`src/rtl/pe_fu_issue.sv`:
```
// Operand staging and result register around one PE functional unit.
// Contents: the pe_types package, a combinational FU (ALU or multiplier),
// and the pe_fu_issue wrapper. The wrapper buffers A/B operands in small
// FIFOs, selects an optional constant B, fires the FU and registers the result.

package pe_types;
    typedef enum logic [3:0] {
        FU_ADD    = 4'd0,
        FU_SUB    = 4'd1,
        FU_AND    = 4'd2,
        FU_OR     = 4'd3,
        FU_XOR    = 4'd4,
        FU_SLL    = 4'd5,
        FU_SRL    = 4'd6,
        FU_PASS_A = 4'd7,
        FU_MUL    = 4'd8,
        FU_MULH   = 4'd9
    } fu_func;
endpackage

// Purely combinational functional unit; results are the low 32 bits except MULH.
module pe_fu
    import pe_types::*;
#(
    parameter int unsigned IS_MUL = 0
) (
    input  logic [31:0] a,
    input  logic [31:0] b,
    input  fu_func      op,
    output logic [31:0] y
);
    logic [63:0] prod_s;

    // Select the FU result for the configured operation.
    always_comb begin
        prod_s = {32'd0, a} * {32'd0, b};
        y      = 32'd0;
        if (IS_MUL != 0) begin
            case (op)
                FU_MUL:  y = prod_s[31:0];
                FU_MULH: y = prod_s[63:32];
                default: y = 32'd0;
            endcase
        end else begin
            case (op)
                FU_ADD:    y = a + b;
                FU_SUB:    y = a - b;
                FU_AND:    y = a & b;
                FU_OR:     y = a | b;
                FU_XOR:    y = a ^ b;
                FU_SLL:    y = a << b[4:0];
                FU_SRL:    y = a >> b[4:0];
                FU_PASS_A: y = a;
                default:   y = 32'd0;
            endcase
        end
    end
endmodule

module pe_fu_issue
    import pe_types::*;
#(
    parameter int unsigned IS_MUL = 0,
    parameter int          DEPTH  = 2
) (
    input  logic                     clk,
    input  logic                     rst,
    input  logic [31:0]              in_a_data,
    input  logic                     in_a_valid,
    output logic                     in_a_ready,
    input  logic [31:0]              in_b_data,
    input  logic                     in_b_valid,
    output logic                     in_b_ready,
    input  logic                     cfg_we,
    input  fu_func                   cfg_op,
    input  logic                     cfg_b_const,
    input  logic [31:0]              cfg_const,
    output logic [31:0]              res_data,
    output logic                     res_valid,
    input  logic                     res_ready,
    output logic [$clog2(DEPTH):0]   a_count,
    output logic [$clog2(DEPTH):0]   b_count
);
    localparam int PW = $clog2(DEPTH);
    localparam int CW = PW + 1;

    logic [31:0]   a_mem_r [DEPTH];
    logic [31:0]   b_mem_r [DEPTH];
    logic [PW-1:0] a_wr_ptr_r, a_rd_ptr_r, b_wr_ptr_r, b_rd_ptr_r;
    logic [CW-1:0] a_cnt_r, b_cnt_r;

    fu_func        op_r;
    logic          b_const_r;
    logic [31:0]   const_r;

    logic [31:0]   res_data_r;
    logic          res_valid_r;

    logic          a_ready_s, b_ready_s;
    logic          a_push_s, b_push_s, a_pop_s, b_pop_s, fire_s;
    logic [31:0]   a_op_s, b_op_s, fu_y_s;

    // Handshake, fire and operand selection derived from registered state.
    always_comb begin
        a_ready_s = (a_cnt_r != CW'(DEPTH));
        b_ready_s = (b_cnt_r != CW'(DEPTH));
        a_push_s  = in_a_valid && a_ready_s;
        b_push_s  = in_b_valid && b_ready_s;
        fire_s    = (a_cnt_r != {CW{1'b0}}) &&
                    (b_const_r || (b_cnt_r != {CW{1'b0}})) &&
                    (!res_valid_r || res_ready);
        a_pop_s   = fire_s;
        b_pop_s   = fire_s && !b_const_r;
        a_op_s    = a_mem_r[a_rd_ptr_r];
        if (b_const_r) begin
            b_op_s = const_r;
        end else begin
            b_op_s = b_mem_r[b_rd_ptr_r];
        end
    end

    pe_fu #(.IS_MUL(IS_MUL)) u_fu (
        .a  (a_op_s),
        .b  (b_op_s),
        .op (op_r),
        .y  (fu_y_s)
    );

    // Operand A FIFO storage, pointers and occupancy.
    always_ff @(posedge clk) begin
        if (rst) begin
            for (int i = 0; i < DEPTH; i++) a_mem_r[i] <= 32'd0;
            a_wr_ptr_r <= {PW{1'b0}};
            a_rd_ptr_r <= {PW{1'b0}};
            a_cnt_r    <= {CW{1'b0}};
        end else begin
            if (a_push_s) begin
                a_mem_r[a_wr_ptr_r] <= in_a_data;
                a_wr_ptr_r          <= a_wr_ptr_r + PW'(1);
            end
            if (a_pop_s) a_rd_ptr_r <= a_rd_ptr_r + PW'(1);
            case ({a_push_s, a_pop_s})
                2'b10:   a_cnt_r <= a_cnt_r + CW'(1);
                2'b01:   a_cnt_r <= a_cnt_r - CW'(1);
                default: a_cnt_r <= a_cnt_r;
            endcase
        end
    end

    // Operand B FIFO storage, pointers and occupancy; never popped in const mode.
    always_ff @(posedge clk) begin
        if (rst) begin
            for (int i = 0; i < DEPTH; i++) b_mem_r[i] <= 32'd0;
            b_wr_ptr_r <= {PW{1'b0}};
            b_rd_ptr_r <= {PW{1'b0}};
            b_cnt_r    <= {CW{1'b0}};
        end else begin
            if (b_push_s) begin
                b_mem_r[b_wr_ptr_r] <= in_b_data;
                b_wr_ptr_r          <= b_wr_ptr_r + PW'(1);
            end
            if (b_pop_s) b_rd_ptr_r <= b_rd_ptr_r + PW'(1);
            case ({b_push_s, b_pop_s})
                2'b10:   b_cnt_r <= b_cnt_r + CW'(1);
                2'b01:   b_cnt_r <= b_cnt_r - CW'(1);
                default: b_cnt_r <= b_cnt_r;
            endcase
        end
    end

    // Configuration registers; a same-cycle fire still sees the old values.
    always_ff @(posedge clk) begin
        if (rst) begin
            op_r      <= fu_func'(4'd0);
            b_const_r <= 1'b0;
            const_r   <= 32'd0;
        end else if (cfg_we) begin
            op_r      <= cfg_op;
            b_const_r <= cfg_b_const;
            const_r   <= cfg_const;
        end
    end

    // Result register: load on fire, drop valid when consumed, hold otherwise.
    always_ff @(posedge clk) begin
        if (rst) begin
            res_data_r  <= 32'd0;
            res_valid_r <= 1'b0;
        end else if (fire_s) begin
            res_data_r  <= fu_y_s;
            res_valid_r <= 1'b1;
        end else if (res_ready) begin
            res_valid_r <= 1'b0;
        end
    end

    assign in_a_ready = a_ready_s;
    assign in_b_ready = b_ready_s;
    assign res_data   = res_data_r;
    assign res_valid  = res_valid_r;
    assign a_count    = a_cnt_r;
    assign b_count    = b_cnt_r;
endmodule

```
`config.mk`:
```
export PLATFORM = sky130hd
export DESIGN_NAME = pe_fu_issue
export DESIGN_NICKNAME = d
export VERILOG_FILES = /design/src/rtl/pe_fu_issue.sv
export SDC_FILE = /design/constraint.sdc
export NUM_CORES = 1
export LEC_CHECK = 0
export ABC_AREA = 1
export CELL_PAD_IN_SITES_DETAIL_PLACEMENT = 2
export CELL_PAD_IN_SITES_GLOBAL_PLACEMENT = 2
export CORE_ASPECT_RATIO = 0.5
export CORE_MARGIN = 8
export CORE_UTILIZATION = 30
export CTS_BUF_LIST = sky130_fd_sc_hd__clkbuf_4 sky130_fd_sc_hd__clkbuf_8 sky130_fd_sc_hd__clkbuf_16
export CTS_CLUSTER_DIAMETER = 200
export DETAILED_ROUTE_END_ITERATION = 12
export PLACE_DENSITY_LB_ADDON = 0.12
export SYNTH_ARGS = -nofsm -noshare
export SYNTH_HDL_FRONTEND = slang
export SYNTH_SLANG_ARGS = --single-unit
```
`constraint.sdc`:
```
create_clock -name clk -period 4 [get_ports clk]
set_input_delay 0.6 -clock clk [delete_from_list [all_inputs] [get_ports clk]]
set_output_delay 0.6 -clock clk [all_outputs]
set_load 0.02 [all_outputs]
```
# ---- Word level (Yosys, flattened, before mapping)
# Memory sizes are Yosys's and may differ from the RTL's. A register that Yosys moved wholly into a read port is not among the register bits.
# Cells that the tools add are included.
# Widths: inputs -> output; s select.
dict set report op_classes {
  addsub 10
  eq_ne 13
  shift 2
  n_mux 24
  n_bitwise 3
  n_reduce_logical 17
}
# operator n
set ops {}
lappend ops {{$pmux 32 s8} 1}
lappend ops {{$mux 32} 3}
lappend ops {{$reduce_or 32->1} 2}
lappend ops {{$add 32x32->32} 1}
lappend ops {{$and 32x32->32} 1}
lappend ops {{$or 32x32->32} 1}
lappend ops {{$shl 32x5->32} 1}
lappend ops {{$shr 32x5->32} 1}
lappend ops {{$sub 32x32->32} 1}
lappend ops {{$xor 32x32->32} 1}
lappend ops {{$mux 1} 18}
lappend ops {{$eq 4x3->1 const B} 4}
lappend ops {{$reduce_bool 2->1} 5}
lappend ops {{$eq 4x2->1 const B} 2}
lappend ops {{$pmux 2 s2} 2}
lappend ops {{$logic_and 1x1->1} 5}
lappend ops {{$add 1x1->1 const B} 4}
lappend ops {{$add 2x1->2 const B} 2}
lappend ops {{$eq 2x1->1 const B} 2}
lappend ops {{$eq 2x2->1 const B} 2}
lappend ops {{$eq 4x1->1 const B} 1}
lappend ops {{$logic_not 4->1} 1}
lappend ops {{$ne 2x2->1 const B} 2}
lappend ops {{$sub 2x1->2 const B} 2}
lappend ops {{2 further kinds} 4}
dict set report word_totals {
  reg_bits 78
  mem_bits_rw 128
  input_bits 107
  out_inout_bits 39
  word_cells 82
  n_memories 2
}
# memory depth word_bits read_ports rd_clocked_by_memory_dff write_ports line
set mem_list {}
lappend mem_list {a_mem_r 2 32 1 1 2 87} ;# logic [31:0] a_mem_r [DEPTH];
lappend mem_list {b_mem_r 2 32 1 1 2 88} ;# logic [31:0] b_mem_r [DEPTH];

# ---- Longest topological paths before layout
# Gate-level depths: netlist of the first run.
dict set report logic_depth {
  ltp_word 7
  ltp_mapped 31
  depth_no_buf 29
}

# ---- By module
# From an unflattened synthesis of the first run, not the netlist that was laid out.
dict set report unflattened {
  hier_cells 2583
  hier_area_um2 17429.2
}
# mod instances cells_per_inst area_each_um2 seq_area_each_um2
set by_module_without_submodules {}
lappend by_module_without_submodules {pe_fu_issue 1 884 8763.4 5445.2}
lappend by_module_without_submodules {pe_fu 1 1699 8665.8 0.0}

# ---- Least setup slack after synthesis of the first run
# OpenSTA, ideal clock, no wires.
dict set report synth_timing {
  path_type {flip-flop to flip-flop}
  startpoint {register b_const_r}
  endpoint {register res_data_r[31] (netlist: res_data[31])}
  setup_ns 0.070
  t_arrival_ns 3.783
  required_ns 3.930
  path_slack_ns 0.147
  path_stages_with_launch 31
  n_path_buf 4
  period_less_slack_ns 3.853
  path_cell_list {dfxtp_1 buf_4 inv_2 buf_4 nand3_1 nand2_2 buf_4 buf_2 ha_1 nand2_1 nor2_1 nand3_1 nor2_1 nand2_1 nor2_2 nand2_1 o21ai_2 nand2_1 xor2_1 ha_1 a21oi_1 nor2_1 nor2_1 nor2_1 nor3_1 nand3_1 nand3_1 nand3_1 nand2_1 nand2_1 a21oi_1}
}
dict set report synth_via {
  elab_chain_len 3
  elab_cells_between_ends 12
  classes_between {2 x add/sub; 2 x shift; 2 x mux; 3 x bitwise; 3 x reduce/logical}
}
# item line
set synth_rtl {}
lappend synth_rtl {{start: declaration} 93} ;# logic b_const_r;
lappend synth_rtl {{start signal: assignment} 179} ;# b_const_r <= cfg_b_const;
lappend synth_rtl {{$mux 32 / $logic_or 1x1->1 (equally long branches)} {115, 110}}
lappend synth_rtl {{$sub 32x32->32, or another cell as far along} 47} ;# FU_SUB: y = a - b;
lappend synth_rtl {{$pmux 32 s8 / $logic_and 1x1->1 (equally long branches)} {45, 110}}
lappend synth_rtl {{end signal: assignment} 190} ;# res_data_r <= fu_y_s;
lappend synth_rtl {{end: declaration} 96} ;# logic [31:0] res_data_r;
# Parallel ways exist; a longest one is shown, timed or not.
# A chain may end at the register's enable or synchronous reset.

==> flow_summary.ini, run 1 <==
[route]
route.detailed.drc = 0
dr.pass1.iters = 5
wire_per_inst_um = 24.58
viasPerCell = 5.367
dr.first_iter.drc_count = 1145
finalWirelength_mm = 86.59
drtAntennaViolNets = 0
vias = 18900

[worst_setup_path]
critPathLaunchType = flip-flop
endpoint_kind = flip-flop
reg2regPathDepth = 29
r2r_slack_ns = -0.007
critPathSlowestCell = ha_2
cp_max_fo = 4
r2r_end = res_data[19]$_SDFFE_PP0P_
crit_required_ns = 4.44
worst-setup-path-type = reg2reg
cp.arrival_ns = 4.44
cp_slowest_stage_delay_ns = 0.39
path_common_cell = nand2_1

[die]
start_util_pct = 30.45
die_width_um = 346.5
dieArea_um2 = 62820
die_h_um = 181.3
io_pins = 146
coreArea_um2 = 53830
rows = 60

[layout]
layout_common_cells = nand2_1, nand3_1, inv_1
layout_commonest_cell = nand2_1
final_area_um2 = 21880
area_growth_syn_to_layout_pct = 33.51
layout-drive-gt1-share_pct = 18.44
fill_cells = 6379
nets = 2999
final_cell_count_no_fill = 3522
diodes = 0

[power]
p_int_uw = 8602
swShare_pct = 52.97
power_switching_uw = 9686
combPwrFrac_pct = 72.5
p_clk_share_pct = 12.0
power_frac_seq_pct = 15.5
p_per_area_nw_per_um2 = 835.8
vdd_drop_max_v = 0.0003097
leakage_uw = 0.01008

[sta]
fin_crit_sh_pct = 100.2
whs_ns = 0.4639
fin_skew_ns = 0.03933
layout_setup_ws_ns = -0.006698
fmax_mhz = 249.6
slew_violations = 0
min_period_ns = 4.007
final_hold_viol_count = 0
max_slew.worst_pin.slew_ns = 1.106
finalSetupViolCount = 1
rsz0062_at_grt = yes
max_slew_margin_pct = 26.21

[place]
gp_congestion = 0.9305
dp_hpwl_mm = 66.78
numPlacedInstances = 3467
portBuffers = 145
dpl_cell_area_um2 = 20180

[min_path]
hold_start = const_r[20]$_SDFFE_PP0P_
holdPathStages = 2
min_path_type = reg2reg
holdPathEnd = const_r[20]$_SDFFE_PP0P_

[yosys]
syn_area_per_cell_um2 = 6.656
yosysTopAreaCell = edfxtp_1
ys.flop_type = edfxtp_1
syn_area_um2 = 16390
yosysTopAreaCellShare_pct = 23.45
syn-num-nets = 2669
seq_area_frac_synth_pct = 33.23
synth_area_leaders = edfxtp_1, nand2_1, dfxtp_1
ys.warnings.count = 0
yosys.cell_types.count = 48
async_flop_share_pct = 0
ys_ff_latch = 208
synthCells = 2462
synth_edf_count = 128

[clocking]
htree_levels = 1
clock_path_buffers = 3
cts-buffers-inserted = 23
path_clk_slew_ns = 0.07
cts.sinks = 208
cts_root_buf = clkbuf_16
insertion_delay_ns = 0.58
cts_tree = yes

[global_route]
antenna_found_initial = 5
overflow = 0
grtUsageTotal_pct = 25.72
grt_first_pass_wirelength_mm = 124.7
grt_pass1_vias = 19770
grt_max_degree = 69

[job]
cap_viol_max_count = 0

[status]
outcome = complete, but fails checks
failed_checks = setup timing
[worst max-delay path by stage]
stage / end / start / slack (ns)
after global placement: res_data[29]$_SDFFE_PP0P_ / b_const_r$_SDFFE_PP0P_ / -0.19
after CTS: res_data[22]$_SDFFE_PP0P_ / flip-flop / 0.001
after floorplan: res_data[31]$_SDFFE_PP0P_ / b_const_r$_SDFFE_PP0P_ / 0.15
after detailed placement: res_data[29]$_SDFFE_PP0P_ / b_const_r$_SDFFE_PP0P_ / -0.29
after global routing: res_data[19]$_SDFFE_PP0P_ / flip-flop / -0.24
final: res_data[19]$_SDFFE_PP0P_ / flip-flop / -0.007
[power by group through the flow]
stage               Clock [µW]  Combinational [µW]  Sequential (µW)
CTS                       2240               12200             2830
global route              2320               14200             2870
global placement             0               11600             2850
finish                    2190               13300             2830
floorplan                    0                6060             2900
detailed placement           0               12000             2880
[repair_timing]
| action | in CTS | in global routing |
|---|---|---|
| pin swaps | 6 | 68 |
| hold buffers | 0 | 0 |
| setup buffers | 3 | 10 |
| setup endpoints to repair | 18 | 26 |
| resized for setup | 38 | 186 |
[state kept, by name, indices dropped and copies added, names as in the netlist, named ones only]
| register | cells |
|---|---|
| b_count | 2 |
| b_mem_r | 64 |
| b_const_r | 1 |
| res_data | 32 |
| b_rd_ptr_r | 1 |
| b_wr_ptr_r | 1 |
| a_rd_ptr_r | 1 |
| const_r | 32 |
| res_valid | 1 |
| a_count | 2 |
| op_r | 4 |
| a_wr_ptr_r | 1 |
| a_mem_r | 64 |
[logic make-up (layout without fill, tap and decap cells)]
logic type / Yosys count / in the layout / share of synthesized area (%)
compound gates: 409 / 409 / 13.92
xor+xnor: 32 / 32 / 1.710
fa+ha+maj: 100 / 100 / 7.681
buf+inv: 410 / 757 / 10.12
flops: 208 / 208 / 33.23
simple gates: 1303 / 1303 / 33.35
[routing by layer]
metal / vias up / share of wire [%] / GRT usage, %
met3: 108 / 6.3 / 4.293
met5: - / 0.040 / 0
li1: 8758 / - / -
met2: 455 / 45 / 41.41
met1: 9576 / 46 / 36.35
met4: 6 / 2.2 / 4.702
[worst max-delay path, delay by kind of cell, from the launching register on]
kind | cells | cell delay [ns]
AOI/OAI and AO/OA | 3 | 0.19
xor gates and xnor gates | 1 | 0.15
adders and majority gates | 1 | 0.39
buffers and inverters | 6 | 0.68
DFF | 1 | 0.36
and+or+nand+nor | 18 | 2.11
[metrics by stage]
| stage | total power, µW | TNS [ns] | util, % | worst slack (ns) |
|---|---|---|---|---|
| detailed placement | 14830 | -2.675 | 37.49 | -0.2946 |
| finish | 18290 | -0.006698 | 40.65 | -0.006698 |
| floorplan | 8962 | 0 | - | 0.1468 |
| global route | 19420 | -2.598 | 40.65 | -0.2405 |
| CTS | 17270 | 0 | 39.15 | 0.0009797 |
| global placement | 14500 | -0.6272 | 37.49 | -0.1854 |
[cell usage after synthesis (all sizes together), types with 7 or more instances]
library cell / n
clkbuf: 73
xor2: 32
edfxtp: 128
o22ai: 7
a31oi: 8
nand4: 27
o2111ai: 7
a221oi: 11
nand2: 689
ha: 99
a21oi: 159
nand3: 303
nor3: 12
buf: 49
inv: 288
dfxtp: 80
o211ai: 8
o21ai: 178
o221ai: 8
nor2: 251
or2: 13
[cell type report]
cell class	instances	area (µm²)	share of cell area [%]
multi-input combinational	1844	10070	46.03
sequential	208	5449	24.90
timing repair buffer	427	3638	16.63
inverter	288	1086	4.964
tap	713	892.1	4.077
clock buffer	26	604.3	2.762
clock inverter	16	137.6	0.6290
Power figures use the tool's default switching activity.
==> run 2: changes to the inputs <==
--- a/config.mk
+++ b/config.mk
@@ -6,7 +6,7 @@
 export NUM_CORES = 1
 export LEC_CHECK = 0
 export ABC_AREA = 1
-export CELL_PAD_IN_SITES_DETAIL_PLACEMENT = 2
+export CELL_PAD_IN_SITES_DETAIL_PLACEMENT = 1
 export CELL_PAD_IN_SITES_GLOBAL_PLACEMENT = 2
 export CORE_ASPECT_RATIO = 0.5
 export CORE_MARGIN = 8
==> run 2 against run 1 <==
Against the previous run:
- the flow now finishes without violations
- cell count is 0.17% lower
- utilization fell by 0.18 points
- clock skew shrank 0.014 ns
- die area unchanged
- largest cell class unchanged
- wire length fell by 10%
- largest power group unchanged
- non-clock buffer count decreased by 3
- design area shrank 0.45%
- first-iteration DRC count is 18% higher
- fmax is 4.4% higher
==> flow_summary.ini, run 2 (synthesis results as in run 1) <==
[status]
outcome = complete, no violations

[clocking]
cts-buffers-inserted = 22
cts.sinks = 208
path_clk_slew_ns = 0.06
insertion_delay_ns = 0.58
cts_root_buf = clkbuf_16
clock_path_buffers = 3
htree_levels = 1
cts_tree = yes

[die]
coreArea_um2 = 53830
io_pins = 146
rows = 60
die_width_um = 346.5
dieArea_um2 = 62820
die_h_um = 181.3
start_util_pct = 30.45

[worst_setup_path]
cp.arrival_ns = 4.34
r2r_slack_ns = 0.16
critPathBufInv = 3
cp_max_fo = 6
worst-setup-path-type = reg2reg
worstReg2RegStart = b_const_r$_SDFFE_PP0P_
cp_slowest_stage_delay_ns = 0.34
endpoint_kind = flip-flop
crit_required_ns = 4.50
critPathSlowestCell = dfxtp_2
cpLargestDelayFamily = simple AND/OR/NAND/NOR gates
r2r_end = res_data[29]$_SDFFE_PP0P_
critPathLaunchType = flip-flop
reg2regPathDepth = 27
path_common_cell = nand2_1

[power]
power_uw = 17970
p_per_area_nw_per_um2 = 824.9
leakage_uw = 0.01006
vdd_drop_max_v = 0.0003215

[route]
dr.first_iter.drc_count = 1356
dr.pass1.iters = 5
finalWirelength_mm = 77.88
drtAntennaViolNets = 0
vias = 18110
route.detailed.drc = 0
viasPerCell = 5.151
wire_per_inst_um = 22.15

[layout]
layout-drive-gt1-share_pct = 17.62
reg_top3 = a_mem_r (64), b_mem_r (64)
layout_commonest_cell = nand2_1
multi_input_area_um2 = 9977
final_cell_count_no_fill = 3516
diodes = 0
fill_cells = 6745
nets = 2995
layout_common_cells = nand2_1, nand3_1, inv_1
area_growth_syn_to_layout_pct = 32.91
seq_area_um2 = 5449

[job]
cap_viol_max_count = 0

[place]
gp_congestion = 0.9305
portBuffers = 145
numPlacedInstances = 3467
dp_hpwl_mm = 62.10

[sta]
max_slew.worst_pin.slew_ns = 1.230
max_slew_margin_pct = 17.92
rsz0062_at_grt = yes
finalSetupTns_ns = 0
slew_violations = 0
fmax_mhz = 260.5
final_hold_viol_count = 0
fin_crit_sh_pct = 95.98
fin_skew_ns = 0.02489
finalSetupViolCount = 0
min_period_ns = 3.839

[min_path]
holdPathStages = 2
min_path_type = reg2reg
holdPathEnd = const_r[10]$_SDFFE_PP0P_
hold_start = const_r[10]$_SDFFE_PP0P_

[global_route]
grt_first_pass_wirelength_mm = 114.5
grtUsageTotal_pct = 23.73
grt_max_degree = 69
antenna_found_initial = 2
grt_pass1_vias = 18030
overflow = 0
-- run 2: cell count changes in the layout (fill, tap and decap cells not counted), sizes merged --
cell | previous run | this run
bufinv | 1 | 4
buf | 282 | 279
clkinvlp | 4 | 0
clkbuf | 26 | 27
inv | 290 | 288
clkinv | 9 | 8
-- run 2: per-stage QoR --
step	util [%]	hold slack, ns	setup slack (ns)	area, µm²
5_1_grt	40.47	0.4816	-0.07573	21780
6_report	40.47	0.4594	0.1607	21780
3_3_place_gp	37.49	0.4333	-0.1854	20180
3_5_place_dp	37.49	0.4370	-0.1969	20180
2_1_floorplan	-	0.4257	0.1468	16390
4_1_cts	39.12	0.4573	0.0004299	21060
-- run 2: final cells by class --
cell class | instances | share of cell area (%)
Sequential cell | 208 | 25.02
Tap cell | 713 | 4.096
Multi-Input combinational cell | 1844 | 45.80
Timing Repair Buffer | 424 | 16.47
Inverter | 288 | 4.974
Clock inverter | 12 | 0.8501
Clock buffer | 27 | 2.786
-- run 2: worst max path at each step --
| stage | startpoint | end | slack [ns] | cells after the start |
|---|---|---|---|---|
| 5_1_grt | flip-flop | res_data[31]$_SDFFE_PP0P_ | -0.08 | 27 |
| 4_1_cts | flip-flop | res_data[30]$_SDFFE_PP0P_ | 0.0004 | 29 |
| 6_report | b_const_r$_SDFFE_PP0P_ | res_data[29]$_SDFFE_PP0P_ | 0.16 | 27 |
| 3_5_place_dp | b_const_r$_SDFFE_PP0P_ | res_data[29]$_SDFFE_PP0P_ | -0.20 | 27 |
| 2_1_floorplan | b_const_r$_SDFFE_PP0P_ | res_data[31]$_SDFFE_PP0P_ | 0.15 | 30 |
| 3_3_place_gp | b_const_r$_SDFFE_PP0P_ | res_data[29]$_SDFFE_PP0P_ | -0.19 | 27 |
-- run 2: worst min-delay path: stages (launching register included) --
cell and delay, ns:
dfxtp_1 0.30, inv_1 0.06, a21oi_1 0.06
-- run 2: what timing repair did --
| item | CTS | global route |
|---|---|---|
| gates resized for setup | 25 | 180 |
| buffers inserted | 0 | 10 |
| hold buffers | 0 | 0 |
| pin swaps | 2 | 53 |
| endpoints found under the setup margin | 15 | 27 |
-- run 2: power breakdown --
group / internal [µW] / leakage, µW / switching (µW)
clock: 1340 / 0.000390 / 971
combinational: 4730 / 0.00767 / 8110
sequential: 2620 / 0.00200 / 193
-- run 2: routing by layer --
metal / up-vias / wire length, µm / track usage (%)
met1: 8878 / 39000 / 35.71
met2: 407 / 33540 / 36.40
met5: - / 7 / 0
li1: 8761 / - / -
met4: 2 / 963 / 3.184
met3: 63 / 4365 / 3.442
